--- src/rtl/uart_flit_deserializer.sv ---
// -----------------------------------------------------------------------------
// uart_flit_deserializer
//
// Receive side of the UART flit link. Collects 16 bytes from the UART RX
// datapath into one 128-bit flit, checks the 16-bit checksum carried in the
// last two bytes and hands good flits to the router ingress. Flits with a bad
// checksum, or partial flits whose byte stream stalls, are dropped. Each drop
// raises a one-cycle error pulse and bumps a saturating error counter.
//
// Handshakes (both sides): a transfer happens on a rising clk edge where
// valid && ready are both high. The producer holds data stable while valid is
// high and ready is low. This block never makes ready depend on valid.
//
// Ports:
//   clk, rst_n     system clock, asynchronous active-low reset
//   byte_valid     in   UART RX byte available
//   byte_data[7:0] in   received byte
//   byte_ready     out  byte accepted this cycle (IDLE / RECEIVING only)
//   flit_valid     out  flit_out holds a verified flit
//   flit_out[127:0]out  assembled flit, byte 0 in bits [127:120]
//   flit_ready     in   downstream accepts flit_out
//   err_checksum   out  one-cycle pulse, flit dropped on checksum mismatch
//   err_timeout    out  one-cycle pulse, partial flit dropped on timeout
//   err_count      out  saturating count of dropped flits
//   busy           out  high whenever the FSM is not IDLE
// -----------------------------------------------------------------------------
module uart_flit_deserializer #(
  parameter int TIMEOUT_CYCLES = 20000,
  parameter int ERR_CNT_WIDTH  = 8
) (
  input  logic                     clk,
  input  logic                     rst_n,
  input  logic                     byte_valid,
  input  logic [7:0]               byte_data,
  output logic                     byte_ready,
  output logic                     flit_valid,
  output logic [127:0]             flit_out,
  input  logic                     flit_ready,
  output logic                     err_checksum,
  output logic                     err_timeout,
  output logic [ERR_CNT_WIDTH-1:0] err_count,
  output logic                     busy
);

  localparam int FLIT_WIDTH = 128;
  localparam int FLIT_BYTES = FLIT_WIDTH / 8;
  localparam logic [3:0] LAST_IDX = 4'(FLIT_BYTES - 1);

  // The timeout counter only ever needs to reach TIMEOUT_CYCLES-1.
  localparam bit TMO_EN = (TIMEOUT_CYCLES > 0);
  localparam int TMO_W  = (TIMEOUT_CYCLES > 1) ? $clog2(TIMEOUT_CYCLES) : 1;
  localparam logic [TMO_W-1:0] TMO_LAST =
    (TIMEOUT_CYCLES > 0) ? TMO_W'(TIMEOUT_CYCLES - 1) : '0;

  typedef enum logic [1:0] {
    S_IDLE      = 2'd0,
    S_RECEIVING = 2'd1,
    S_CHECK     = 2'd2,
    S_OUTPUT    = 2'd3
  } state_e;

  state_e                   state_q, state_d;
  logic [3:0]               idx_q, idx_d;
  logic [TMO_W-1:0]         tmo_q, tmo_d;
  logic [FLIT_WIDTH-1:0]    flit_q, flit_d;
  logic                     err_checksum_q, err_checksum_d;
  logic                     err_timeout_q, err_timeout_d;
  logic [ERR_CNT_WIDTH-1:0] err_count_q, err_count_d;

  logic        byte_fire;
  logic        err_inc;
  logic [6:0]  byte_lsb;
  logic [15:0] csum;

  // Ready / valid are pure functions of state, so neither side sees a
  // combinational path through this block.
  assign byte_ready = (state_q == S_IDLE) || (state_q == S_RECEIVING);
  assign flit_valid = (state_q == S_OUTPUT);
  assign busy       = (state_q != S_IDLE);
  assign byte_fire  = byte_valid && byte_ready;

  assign flit_out     = flit_q;
  assign err_checksum = err_checksum_q;
  assign err_timeout  = err_timeout_q;
  assign err_count    = err_count_q;

  // Byte k lands in bits [127-8k:120-8k], i.e. LSB position 8*(15-k).
  assign byte_lsb = {LAST_IDX - idx_q, 3'b000};

  // Sum of the seven 16-bit words above the checksum field, modulo 2^16.
  always_comb begin
    csum = '0;
    for (int i = 1; i < 8; i++) begin
      csum = csum + flit_q[16*i +: 16];
    end
  end

  // Next-state and datapath
  always_comb begin
    state_d        = state_q;
    idx_d          = idx_q;
    tmo_d          = tmo_q;
    flit_d         = flit_q;
    err_checksum_d = 1'b0;
    err_timeout_d  = 1'b0;
    err_inc        = 1'b0;

    case (state_q)
      S_IDLE: begin
        if (byte_fire) begin
          // Start a fresh flit: clearing the lower bytes guarantees that
          // nothing from an earlier, dropped flit can leak through.
          flit_d  = {byte_data, 120'b0};
          idx_d   = 4'd1;
          tmo_d   = '0;
          state_d = S_RECEIVING;
        end
      end

      S_RECEIVING: begin
        if (byte_fire) begin
          flit_d[byte_lsb +: 8] = byte_data;
          tmo_d = '0;
          if (idx_q == LAST_IDX) begin
            idx_d   = 4'd0;
            state_d = S_CHECK;
          end else begin
            idx_d = idx_q + 4'd1;
          end
        end else if (TMO_EN) begin
          if (tmo_q == TMO_LAST) begin
            flit_d        = '0;
            idx_d         = 4'd0;
            tmo_d         = '0;
            err_timeout_d = 1'b1;
            err_inc       = 1'b1;
            state_d       = S_IDLE;
          end else begin
            tmo_d = tmo_q + TMO_W'(1);
          end
        end
      end

      S_CHECK: begin
        if (csum == flit_q[15:0]) begin
          state_d = S_OUTPUT;
        end else begin
          flit_d         = '0;
          err_checksum_d = 1'b1;
          err_inc        = 1'b1;
          state_d        = S_IDLE;
        end
      end

      S_OUTPUT: begin
        // flit_q is untouched here, so flit_out stays stable until accepted.
        if (flit_ready) begin
          state_d = S_IDLE;
        end
      end

      default: begin
        state_d = S_IDLE;
        idx_d   = 4'd0;
        tmo_d   = '0;
      end
    endcase

    if (err_inc && (err_count_q != {ERR_CNT_WIDTH{1'b1}})) begin
      err_count_d = err_count_q + ERR_CNT_WIDTH'(1);
    end else begin
      err_count_d = err_count_q;
    end
  end

  always_ff @(posedge clk or negedge rst_n) begin
    if (!rst_n) begin
      state_q        <= S_IDLE;
      idx_q          <= 4'd0;
      tmo_q          <= '0;
      flit_q         <= '0;
      err_checksum_q <= 1'b0;
      err_timeout_q  <= 1'b0;
      err_count_q    <= '0;
    end else begin
      state_q        <= state_d;
      idx_q          <= idx_d;
      tmo_q          <= tmo_d;
      flit_q         <= flit_d;
      err_checksum_q <= err_checksum_d;
      err_timeout_q  <= err_timeout_d;
      err_count_q    <= err_count_d;
    end
  end

endmodule

--- config.mk ---
export PLATFORM = sky130hd
export DESIGN_NAME = uart_flit_deserializer
export DESIGN_NICKNAME = d
export VERILOG_FILES = /design/src/rtl/uart_flit_deserializer.sv
export SDC_FILE = /design/constraint.sdc
export NUM_CORES = 1
export LEC_CHECK = 0
export BUFFER_PORTS_ARGS = -buffer_cell sky130_fd_sc_hd__buf_2
export CORE_ASPECT_RATIO = 1.25
export CORE_MARGIN = 3
export CORE_UTILIZATION = 31
export DETAILED_ROUTE_END_ITERATION = 7
export PLACE_DENSITY_LB_ADDON = 0.1
export SYNTH_ARGS = -nofsm -noshare
export SYNTH_HDL_FRONTEND = slang
export SYNTH_SLANG_ARGS = --single-unit
--- constraint.sdc ---
create_clock -name clk -period 6.4 [get_ports clk]
set_input_delay 0 -clock clk [delete_from_list [all_inputs] [get_ports clk]]
set_output_delay 0 -clock clk [all_outputs]
set_load 0.01 [all_outputs]
==> results of run 1 <==
[kinds of logic after synthesis]
kind of cell,count (synthesis),synth area share
buffers and inverters,138,0.05543
adders and majority gates,96,0.1820
muxes,6,0.006798
DFF,159,0.4157
xor gates and xnor gates,45,0.04118
AOI/OAI and AO/OA,220,0.1868
and+or+nand+nor,197,0.1120
[per-stage QoR]
step                      setup slack, ps  area [sq um]  total power (W)  hold slack [ps]
after floorplan                     814.0          9570         0.002255           -295.6
after global placement              85.74         10810         0.002880            166.0
after detailed placement            380.3         10820         0.002872            159.6
after CTS                           349.6         11470         0.003904            19.87
after global routing                34.07         11470         0.004108            17.20
final                               327.8         11470         0.003863            39.93
[worst max-delay path, delay by kind of cell (launching register included)]
family,cells,cell delay [ps]
AOI/OAI and AO/OA,5,1170
DFF,1,410
xor gates and xnor gates,1,470
buffers and inverters,3,340
adders and majority gates,5,2440
and+or+nand+nor,3,1170
[sequential cells by signal (all words and copies together) (netlist names)]
name and flops:
err_timeout 1, err_count 8, idx_q 4, err_checksum 1, flit_out 128, state_q 2, tmo_q 15
[metal layers]
metal | vias to the layer above | share of wire | track usage
li1 | 3388 | - | -
met1 | 3892 | 0.43 | 0.2700
met2 | 197 | 0.51 | 0.3454
met3 | 28 | 0.040 | 0.02809
met4 | 0 | 0.016 | 0.05198
met5 | - | 0 | 0
[power groups by stage]
stage | registers, W | clock network [W] | logic, W
2_1_floorplan | 0.00121 | 0 | 0.00105
3_3_place_gp | 0.00124 | 0 | 0.00164
3_5_place_dp | 0.00124 | 0 | 0.00163
4_1_cts | 0.00122 | 0.00104 | 0.00165
5_1_grt | 0.00123 | 0.00108 | 0.00180
6_report | 0.00122 | 0.00101 | 0.00163
[area by class of cell]
type | instances | area (sq um)
Fill cell | 3057 | 18820
Multi-Input combinational cell | 564 | 5067
Sequential cell | 159 | 3979
Timing Repair Buffer | 176 | 984.7
Tap cell | 401 | 501.7
Clock buffer | 23 | 467.9
Inverter | 103 | 386.6
Clock inverter | 6 | 86.33
[Yosys cell counts (11+ instances only)]
cell type | n | area share
nand2_1 | 54 | 0.021
dfrtp_1 | 159 | 0.42
nand4_1 | 15 | 0.0098
xnor2_1 | 29 | 0.027
nor3_1 | 11 | 0.0058
o2bb2ai_1 | 88 | 0.081
a32o_1 | 34 | 0.036
clkbuf_1 | 27 | 0.011
nand3_1 | 33 | 0.017
fa_1 | 72 | 0.15
o21ai_0 | 26 | 0.014
and3_1 | 13 | 0.0085
a21oi_1 | 16 | 0.0084
nor2_1 | 30 | 0.012
a22o_1 | 11 | 0.010
xor2_1 | 16 | 0.015
ha_1 | 24 | 0.031
inv_1 | 103 | 0.040
[cell usage in the layout, fill, tap and decap left out, drive strengths merged, types with 6 or more instances in the layout]
cell,count
a22o,11
nand3,41
xnor2,29
nand2b,8
a32o,34
inv,103
o21ai,26
a21o,7
nand4,15
buf,166
nand2,54
o2bb2ai,88
clkbuf,23
dlygate4sd3,10
a21oi,16
dfrtp,159
nor2,30
ha,24
fa,72
xor2,16
nor3,11
and2,6
and3,13
[worst max-delay path by stage]
stage,startpoint,end,slack [ps]
floorplan,flit_out[21],flit_out[120],810
global placement,flit_out[24],flit_out[17],90
detailed placement,flit_out[27],flit_out[12],380
CTS,flit_out[24],flit_out[1],350
global route,flit_out[27],flit_out[12],30
finish,flit_out[27],flit_out[18],330
[repair_timing]
action,CTS,global route
hold buffers,10,0
hold endpoints to repair,124,0
buffers inserted,0,0
==> impl_metrics.env, run 1 <==
export IMPL_clock_sinks=159
export IMPL_synthArstFlopShare=1.000
export IMPL_crit_top_cell="fa_1"
export IMPL_place_inst=1393
export IMPL_final_net_count=1129
export IMPL_critical_path_slowest_cell="or4_1"
export IMPL_hpwl_um=23800
export IMPL_endpoint_kind="flop"
export IMPL_yosysUniqueCellTypes=53
export IMPL_die_h_um=202.4
export IMPL_gp_congestion=0.8591
export IMPL_min_to="flit_out[121]"
export IMPL_io_buffers=152
export IMPL_p_leak_nw=5.497
export IMPL_ff2ff_path_depth=17
export IMPL_clk_pin_slew_worst_paths_ps=60
export IMPL_grt_max_degree=89
export IMPL_worstMarginPinSlew_ps=1100
export IMPL_dr_pass1_iters=5
export IMPL_final_setup_viol_count=0
export IMPL_critPathKind="flop to flop"
export IMPL_r2r_end="flit_out[18]"
export IMPL_synth_seq_cells=159
export IMPL_slew_headroom=0.2623
export IMPL_p_clk_frac=0.262
export IMPL_cp_slowest_stage_delay_ps=630
export IMPL_ys_warnings_count=0
export IMPL_cts_buffers=17
export IMPL_overflow=0
export IMPL_max_cap_violations=0
export IMPL_switching_share=0.4342
export IMPL_cts_buffer_depth=2
export IMPL_irDropWorstVdd_uv=169.6
export IMPL_slew_viol_final=0
export IMPL_synth_top_flop_cell="dfrtp_1"
export IMPL_avgSynthCellArea_sq_um=11.12
export IMPL_cts_tree="done"
export IMPL_antenna_found_initial=0
export IMPL_cp_cell_sequence="fa_1 -> inv_1 -> fa_1 -> fa_1 -> inv_1 -> fa_1 -> ha_1 -> xnor2_1 -> o32ai_1 -> a221oi_1 -> o211ai_1 -> or4_1 -> a2111oi_4 -> nand2_1 -> buf_12 -> nand3_1 -> a32o_1"
export IMPL_drtAntennaViolNets=0
export IMPL_dieWidth_um=163.2
export IMPL_ys_seq_area_frac=0.4157
export IMPL_cts_root_buf="clkbuf_16"
export IMPL_post_drt_via_cell_ratio=5.241
export IMPL_fin_worst_skew_ps=11.90
export IMPL_die_area_sq_um=33030
export IMPL_start_util=0.3159
export IMPL_p_sw_w=0.001677
export IMPL_rr_startpoint="flit_out[27]"
export IMPL_finalSetupTns_ps=0
export IMPL_power_density_nw_per_um2=336.7
export IMPL_crit_arrival_ps=6440
export IMPL_hold_violations=0
export IMPL_fp_row_count=71
export IMPL_wirelength_um=32410
export IMPL_status="complete, no violations"
export IMPL_cp_data_required_time_ps=6770
export IMPL_cts_resized=0
export IMPL_routedWlPerCell_um=22.63
export IMPL_synth_edf_count=0
export IMPL_seq_power_share=0.315
export IMPL_track_usage=0.2021
export IMPL_insertion_delay_ps=440
export IMPL_fin_util=0.3788
export IMPL_drt_first_iter_violations=584
export IMPL_fin_crit_sh=0.9488
export IMPL_fmax_mhz=164.7
export IMPL_final_cells=1432
export IMPL_syn_inst=861
export IMPL_syn_nets=969
export IMPL_holdPathStages=2
export IMPL_r2r_setup_slack_ps=330
export IMPL_syn_cell_area_sq_um=9570
export IMPL_antennaDiodeCount=0
export IMPL_min_period_ps=6072
export IMPL_combPwrFrac=0.423
export IMPL_io_pins=153
export IMPL_core_sq_um=30290
export IMPL_rsz0062_at_grt="false"
export IMPL_syn_to_final_growth_pct=19.88
export IMPL_vias=7505
export IMPL_crit_fanout=30
export IMPL_startpoint_type="flop"
export IMPL_drive_gt1_frac=0.2017
export IMPL_grt_pass1_vias=7645
export IMPL_internal_power_w=0.002186
export IMPL_worstHoldPathType="input pin to flop"
export IMPL_htree_levels=4
export IMPL_worst_hold_startpoint="byte_data[1]"
export IMPL_grt_pass1_wl_um=49480
export IMPL_drc=0
Note: power is estimated with default switching activity, not from simulation.
==> run 2: changes to the inputs <==
==> constraint.sdc (replaced) <==
create_clock -name clk -period 5.7 [get_ports clk]
set_input_delay 0 -clock clk [delete_from_list [all_inputs] [get_ports clk]]
set_output_delay 0 -clock clk [all_outputs]
set_load 0.01 [all_outputs]
==> run 2 against run 1 <==
  * Worst setup slack lost 280 ps
  * Clock power grew 19%
  * Non-clock buffer count grew 127
==> impl_metrics.env, run 2 (same netlist as run 1, synthesis figures left out) <==
export IMPL_wirelength_um=33410
export IMPL_final_cells=1562
export IMPL_final_cell_mix="159 x dfrtp_1, 151 x buf_2, 121 x buf_4, 98 x inv_1, 88 x o2bb2ai_1"
export IMPL_gp_congestion=0.9009
export IMPL_internal_power_w=0.002815
export IMPL_crit_arrival_ps=5970
export IMPL_vias=7931
export IMPL_grt_pass1_vias=8273
export IMPL_drt_first_iter_violations=518
export IMPL_p_clk_frac=0.248
export IMPL_io_buffers=152
export IMPL_overflow=0
export IMPL_place_ws_ps=-343.6
export IMPL_worstHoldPathType="input pin to asynchronous set/reset pin"
export IMPL_routedWlPerCell_um=21.39
export IMPL_fmax_mhz=177.0
export IMPL_worstMarginPinSlew_ps=877.8
export IMPL_drive_gt1_frac=0.3282
export IMPL_ff2ff_path_depth=18
export IMPL_cts_tree="done"
export IMPL_layout_commonest_cell="dfrtp_1"
export IMPL_cp_data_required_time_ps=6020
export IMPL_irDropWorstVdd_uv=209.1
export IMPL_finalPower_w=0.004830
export IMPL_syn_to_final_growth_pct=34.88
export IMPL_cts_buffers=17
export IMPL_slew_headroom=0.3981
export IMPL_largest_reg_flops=128
export IMPL_htree_levels=4
export IMPL_place_inst=1509
export IMPL_cts_root_buf="clkbuf_16"
export IMPL_final_setup_viol_count=0
export IMPL_crit_fanout=6
export IMPL_p_sw_w=0.002015
export IMPL_post_drt_via_cell_ratio=5.077
export IMPL_start_util=0.3159
export IMPL_grt_max_degree=67
export IMPL_clock_sinks=159
export IMPL_p_leak_nw=6.287
export IMPL_combPwrFrac=0.471
export IMPL_io_pins=153
export IMPL_slew_viol_final=0
export IMPL_switching_share=0.4172
export IMPL_endpoint_kind="flop"
export IMPL_rsz0062_at_grt="true"
export IMPL_fin_crit_sh=0.9911
export IMPL_timing_final_ws_setup_ps=50.72
export IMPL_dr_pass1_iters=5
export IMPL_fp_row_count=71
export IMPL_antennaDiodeCount=0
export IMPL_die_h_um=202.4
export IMPL_grt_pass1_wl_um=50950
export IMPL_clk_pin_slew_worst_paths_ps=70
export IMPL_startpoint_type="flop"
export IMPL_hpwl_um=24990
export IMPL_power_density_nw_per_um2=374.1
export IMPL_core_sq_um=30290
export IMPL_rr_startpoint="flit_out[97]"
export IMPL_drtAntennaViolNets=0
export IMPL_track_usage=0.2067
export IMPL_r2r_setup_slack_ps=50
export IMPL_r2r_end="err_count[6]"
export IMPL_fin_worst_skew_ps=15.31
export IMPL_n_fill_cell=2950
export IMPL_critPathKind="flop to flop"
export IMPL_min_period_ps=5649
export IMPL_cts_buffer_depth=2
export IMPL_die_area_sq_um=33030
export IMPL_dieWidth_um=163.2
export IMPL_seq_power_share=0.281
export IMPL_max_cap_violations=0
export IMPL_insertion_delay_ps=440
export IMPL_final_net_count=1256
export IMPL_antenna_found_initial=0
export IMPL_drc=0
export IMPL_hold_violations=0
export IMPL_status="complete, no violations"
==> run 2: cell count changes in the layout (fill, tap and decap cells not counted), sizes merged <==
cell / change
buf: +127
clkbuf: -4
clkinv: +4
bufinv: +1
clkinvlp: +1
inv: +1
==> run 2: worst max-delay path: stages, from the launching register on <==
cell,delay (ps)
dfrtp_1,400
fa_1,640
inv_1,100
fa_2,350
fa_1,550
inv_2,40
fa_1,560
inv_2,60
fa_2,590
xor2_2,170
nand3_2,140
nor4_2,250
nand2_1,70
or4_4,460
a2111oi_4,380
buf_6,190
nor2b_2,50
o211ai_1,210
mux2_4,320
==> run 2: how the worst max path moves through the flow <==
stage	slack (ps)	cells after the start	startpoint	end
after floorplan	110	17	flit_out[21]	flit_out[120]
after global placement	-350	17	flit_out[21]	err_count[6]
after detailed placement	-340	17	flit_out[21]	err_count[6]
after CTS	10	17	flit_out[27]	err_count[6]
after global routing	-160	19	flit_out[18]	flit_out[92]
final	50	18	flit_out[97]	err_count[6]
==> run 2: power by group through the flow <==
stage	sequential (W)	clock, W	combinational, W
final	0.00136	0.00120	0.00227
after global placement	0.00139	0	0.00213
after floorplan	0.00136	0	0.00117
after CTS	0.00136	0.00123	0.00222
after detailed placement	0.00138	0	0.00213
after global routing	0.00138	0.00128	0.00247
==> run 2: final cells by class <==
class | instances | area, sq um | share of cell area
well taps | 401 | 501.7 | 0.03887
inverters | 103 | 386.6 | 0.02995
clock inverters | 13 | 163.9 | 0.01270
clock buffers | 19 | 442.9 | 0.03431
repair buffers | 303 | 2150 | 0.1665
flip-flops and latches | 159 | 3979 | 0.3082
multi-input cells | 564 | 5285 | 0.4094
==> run 2: what timing repair did <==
item	CTS	global route
setup buffers	4	7
setup endpoints to repair	138	138
hold buffers	10	0
pin swaps	15	35
gates resized for setup	18	34
hold endpoints to repair	62	0
==> run 2: metal layers <==
metal	vias to the layer above	routed length, um	track usage
met5	-	0	0
met4	0	559	0.05470
met3	36	974	0.03075
met2	153	17300	0.3589
met1	4089	14570	0.2691
li1	3653	-	-
==> run 2: metrics by stage <==
step	hold slack, ps	instance area (sq um)	util	TNS [ps]
6_report	40.18	12910	0.4261	0
5_1_grt	52.53	12910	0.4261	-14770
2_1_floorplan	-295.6	9570	-	0
4_1_cts	39.75	12710	0.4195	0
3_3_place_gp	-68.40	11890	0.3923	-37560
3_5_place_dp	-63.05	11890	0.3923	-35980
